===== src/rtl/message_overlay.sv =====
// message_overlay: two-stage pixel pipeline that overlays a scaled 20x20 glyph message with per-state colour and blinking
module message_overlay #(
  parameter int X0 = 240,
  parameter int Y0 = 160,
  parameter int SCALE_LOG2 = 3
) (
  input  logic       clk,
  input  logic       rst,
  input  logic       pixel_tick,
  input  logic [9:0] pixel_x,
  input  logic [9:0] pixel_y,
  input  logic       video_on,
  input  logic [1:0] game_state,
  input  logic       word_bit,
  output logic [4:0] row,
  output logic [4:0] col,
  output logic [1:0] select,
  output logic       overlay_on,
  output logic [2:0] overlay_rgb
);
  localparam int W = 20 << SCALE_LOG2;
  localparam logic [10:0] XL = 11'(X0);
  localparam logic [10:0] XH = 11'(X0 + W);
  localparam logic [10:0] YL = 11'(Y0);
  localparam logic [10:0] YH = 11'(Y0 + W);
  logic [9:0] dx, dy;
  logic       in_win, in_win_q, frame_start, visible_msg, lit;
  logic [5:0] frame_cnt;
  logic [2:0] rgb;
  // window test, cell offsets, and message visibility/colour from the latched selector
  always_comb begin
    in_win = video_on && {1'b0, pixel_x} >= XL && {1'b0, pixel_x} < XH && {1'b0, pixel_y} >= YL && {1'b0, pixel_y} < YH;
    dx = pixel_x - XL[9:0];
    dy = pixel_y - YL[9:0];
    frame_start = pixel_tick && pixel_x == 10'd0 && pixel_y == 10'd0;
    visible_msg = select == 2'b10 ? 1'b0 : select == 2'b00 ? ~frame_cnt[5] : 1'b1;
    rgb = select == 2'b00 ? 3'b111 : select == 2'b01 ? 3'b100 : select == 2'b11 ? 3'b010 : 3'b000;
    lit = in_win_q ? (word_bit & visible_msg) : 1'b0;
  end
  // stage 1 captures window membership and glyph cell, stage 2 the lit pixel and its colour
  always_ff @(posedge clk) begin
    if (rst) begin
      in_win_q <= 1'b0;
      row <= '0;
      col <= '0;
      overlay_on <= 1'b0;
      overlay_rgb <= '0;
    end else if (pixel_tick) begin
      in_win_q <= in_win;
      row <= in_win ? 5'(dy >> SCALE_LOG2) : 5'd0;
      col <= in_win ? 5'(dx >> SCALE_LOG2) : 5'd0;
      overlay_on <= lit;
      overlay_rgb <= lit ? rgb : 3'b000;
    end
  end
  // message selector and blink counter change only at frame start; a new message restarts the count
  always_ff @(posedge clk) begin
    if (rst) begin
      select <= 2'b10;
      frame_cnt <= '0;
    end else if (frame_start) begin
      select <= game_state;
      frame_cnt <= game_state != select ? 6'd0 : frame_cnt + 6'd1;
    end
  end
endmodule


===== config.mk =====
export PLATFORM = sky130hd
export DESIGN_NAME = message_overlay
export DESIGN_NICKNAME = d
export VERILOG_FILES = /design/src/rtl/message_overlay.sv
export SDC_FILE = /design/constraint.sdc
export NUM_CORES = 1
export LEC_CHECK = 0
export BUFFER_PORTS_ARGS = -buffer_cell sky130_fd_sc_hd__buf_2
export CAP_MARGIN = 20
export CORE_MARGIN = 2
export CORE_UTILIZATION = 52
export DETAILED_ROUTE_END_ITERATION = 7
export PLACE_DENSITY = 0.85
export SLEW_MARGIN = 40
export SYNTH_ARGS = -nofsm -noshare
export SYNTH_HDL_FRONTEND = slang
export SYNTH_SLANG_ARGS = --single-unit

===== constraint.sdc =====
create_clock -name clk -period 4.21 [get_ports clk]
set_input_delay 0.421 -clock clk [delete_from_list [all_inputs] [get_ports clk]]
set_output_delay 0.421 -clock clk [all_outputs]
set_load 0.005 [all_outputs]

==> metrics.txt <==
Netlist cell types=33; Net Sw Power=a little under 0.1 mW; critical path class=register to register; Initial Utilization=55.3%; cell taking the most area after synthesis=dfxtp_1; first-pass GRT wire length=5060 µm; Top FF cell, synth=dfxtp_1; LEAKAGE=0.639 nW; Area contributors post-synth=dfxtp_1 (37%), ha_1 (8.1%), a32oi_1 (6.4%); Max clock buf depth=2; FF+latch count, synth=23; Rel. slew slack=between 40 and 50%; CTS clk-pin slew, worst paths=between 0.1 and 0.15 ns; Mean Syn Cell Area=9.01 µm²; Seq/Total Area, Yosys=between 30% and 40%; post-route minimum period=1.74 ns; synthesized area=0.00123 mm²; Sum Neg Setup Slack=0 ns; htree depth=1; Cell Pwr Density=about 250 mW/mm²; Setup crit start kind=register; Final Cycle Share=41.2%; CTS-repair resized insts=0; # rows=17; First-pass DRT Iterations=4; wire per inst=14.3 µm; CP peak stage delay=0.54 ns; crit path DAT=2.00 ns; status=finished clean; Comb pwr share=12.1%; FFs w/ async S/R, synth=0%; Vias=1,218; Inserted Diodes=0; Syn Inst Count=137; DR iter-0 viols=15; internal power=0.273 mW; largest net degree at the start of global routing=24; crit-path cells=inv_1 > ha_1 > a2111oi_2 > o21ai_0 > a21oi_1; CTS tree=done; most common cell in the synthesized netlist=dfxtp_1; drt drc=0; DIE WIDTH=52.7 µm; Crit Path Max Fanout=5; Place WS=2.27 ns; PortBufs=42; setup bufs post-CTS=0; number of top-level pins=between 40 and 50; Slew Viols, Final=0; Required @ worst endpoint=4.47 ns; Core Area=0.00223 mm²; post-synthesis net count=between 150 and 200; Fmax=about 580 MHz; switch share=26.7%; Post-synth top cells=dfxtp_1 (23), nor2_1 (17), a21oi_1 (11), a32oi_1 (9); vias in the first global route=1,219; total grt overflow=0; Hold Buf Count CTS=0; Slew @ Worst Pin=0.786 ns; Root Buffer=clkbuf_4; r2r setup slk=2.47 ns; Area growth, synth to finish=19.4%; antenna violations before repair=0; Die Ht=52.7 µm; GPL Wtd Cong=0.792; dpl hpwl=~2200 µm; Yosys top cell area share=37.3%; CTS buffer count=3; Final Hold Vio Count=0; Die ar.=between 0.002 and 0.003 mm²; final WL=2920 µm; total track usage=24.3%; Hold Crit Class=input pin to register; Sequential Power Share=58.8%; CP Capture Type=register; Via density=5.97; Worst VDD drop=0.250 mV; Worst Setup Slack, final=2.47 ns; Nets=212; Slowest cell on crit path=a2111oi_2; CTS sink cnt=23; RSZ-0062 raised after global routing=false; share of layout cells above drive strength 1=30.1%; clock share of power=29.1%; Post-synth EDFFs=0; Worst Clk Skew=0.00318 ns; antenna viol nets, final=0; MaxCap Viol Count=0; clk_lat worst skew=~0.32 ns; Setup Viol. Count Final=0; Yosys warning count=0
registers in the layout, summed over array words and instances, names as in the netlist:
signal	flops
overlay_on	1
in_win_q	1
select	2
overlay_rgb	3
col	5
row	5
frame_cnt	6
metrics by stage:
step | cell area [µm²] | total power [mW] | hold WS [ns] | std cells | utilization (%)
CTS | 1470 | 0.374 | 0.353 | 204 | 66.0
global route | 1470 | 0.387 | 0.369 | 204 | 66.0
global placement | 1440 | 0.266 | 0.449 | 200 | 64.4
finish | 1470 | 0.372 | 0.358 | 204 | 66.0
detailed placement | 1440 | 0.268 | 0.456 | 200 | 64.6
floorplan | 1230 | 0.245 | 0.451 | 137 | -
final cells by class:
class | count | area [µm²]
repair buffers | 42 | 210
clock buffers | 3 | 22.5
well taps | 28 | 35.0
clock inverters | 1 | 7.51
flip-flops and latches | 23 | 460
fillers | 201 | 759
multi-input cells | 99 | 708
inverters | 8 | 30.0
metal layers:
metal  vias up  global-route usage [%]  share of wire, %
li1        591                       -                 -
met2        29                    44.8                53
met1       589                    26.1                41
met5         -                       0                 0
met4         0                    9.40               1.7
met3         9                    6.29               3.6
cell families after synthesis:
kind of cell,share of synthesized area (%)
fa+ha+maj,8.11
compound gates,22.6
xor+xnor,3.55
simple gates,22.6
buf+inv,5.88
flops,37.3
placed cells by master, fill, tap and decap left out, types with 4 or more instances in the layout:
master   instances
o21ai_0          5
ha_1             8
dfxtp_1         23
nor2_1          17
a21oi_1         11
nand3_1          5
a32oi_1          9
nand4_1          5
inv_1            8
o31ai_1          4
buf_2           42
final timing paths:
| check | from | cells after the start | endpoint |
|---|---|---|---|
| min | game_state[1] | 2 | select[1]$_SDFFE_PP1P_ |
| max | select[0]$_SDFFE_PP0P_ | 5 | overlay_rgb[2]$_SDFFE_PP0P_ |
| min reg2reg | overlay_rgb[2]$_SDFFE_PP0P_ | 2 | overlay_rgb[2]$_SDFFE_PP0P_ |
| max reg2reg | select[0]$_SDFFE_PP0P_ | 5 | overlay_rgb[2]$_SDFFE_PP0P_ |
power groups by stage:
stage / combinational, mW / clock, mW / sequential (mW)
2_1_floorplan: 0.0216 / 0 / 0.224
3_3_place_gp: 0.0425 / 0 / 0.224
3_5_place_dp: 0.0446 / 0 / 0.224
4_1_cts: 0.0448 / 0.111 / 0.219
5_1_grt: 0.0499 / 0.118 / 0.219
6_report: 0.0449 / 0.108 / 0.219
critical path, delay by kind of cell, from the launching register on:
kind,cells,cell delay (ns)
buf+inv,1,0.10
flops,1,0.45
fa+ha+maj,1,0.25
compound gates,3,0.89
No activity file was read; power rests on OpenSTA's default activity.
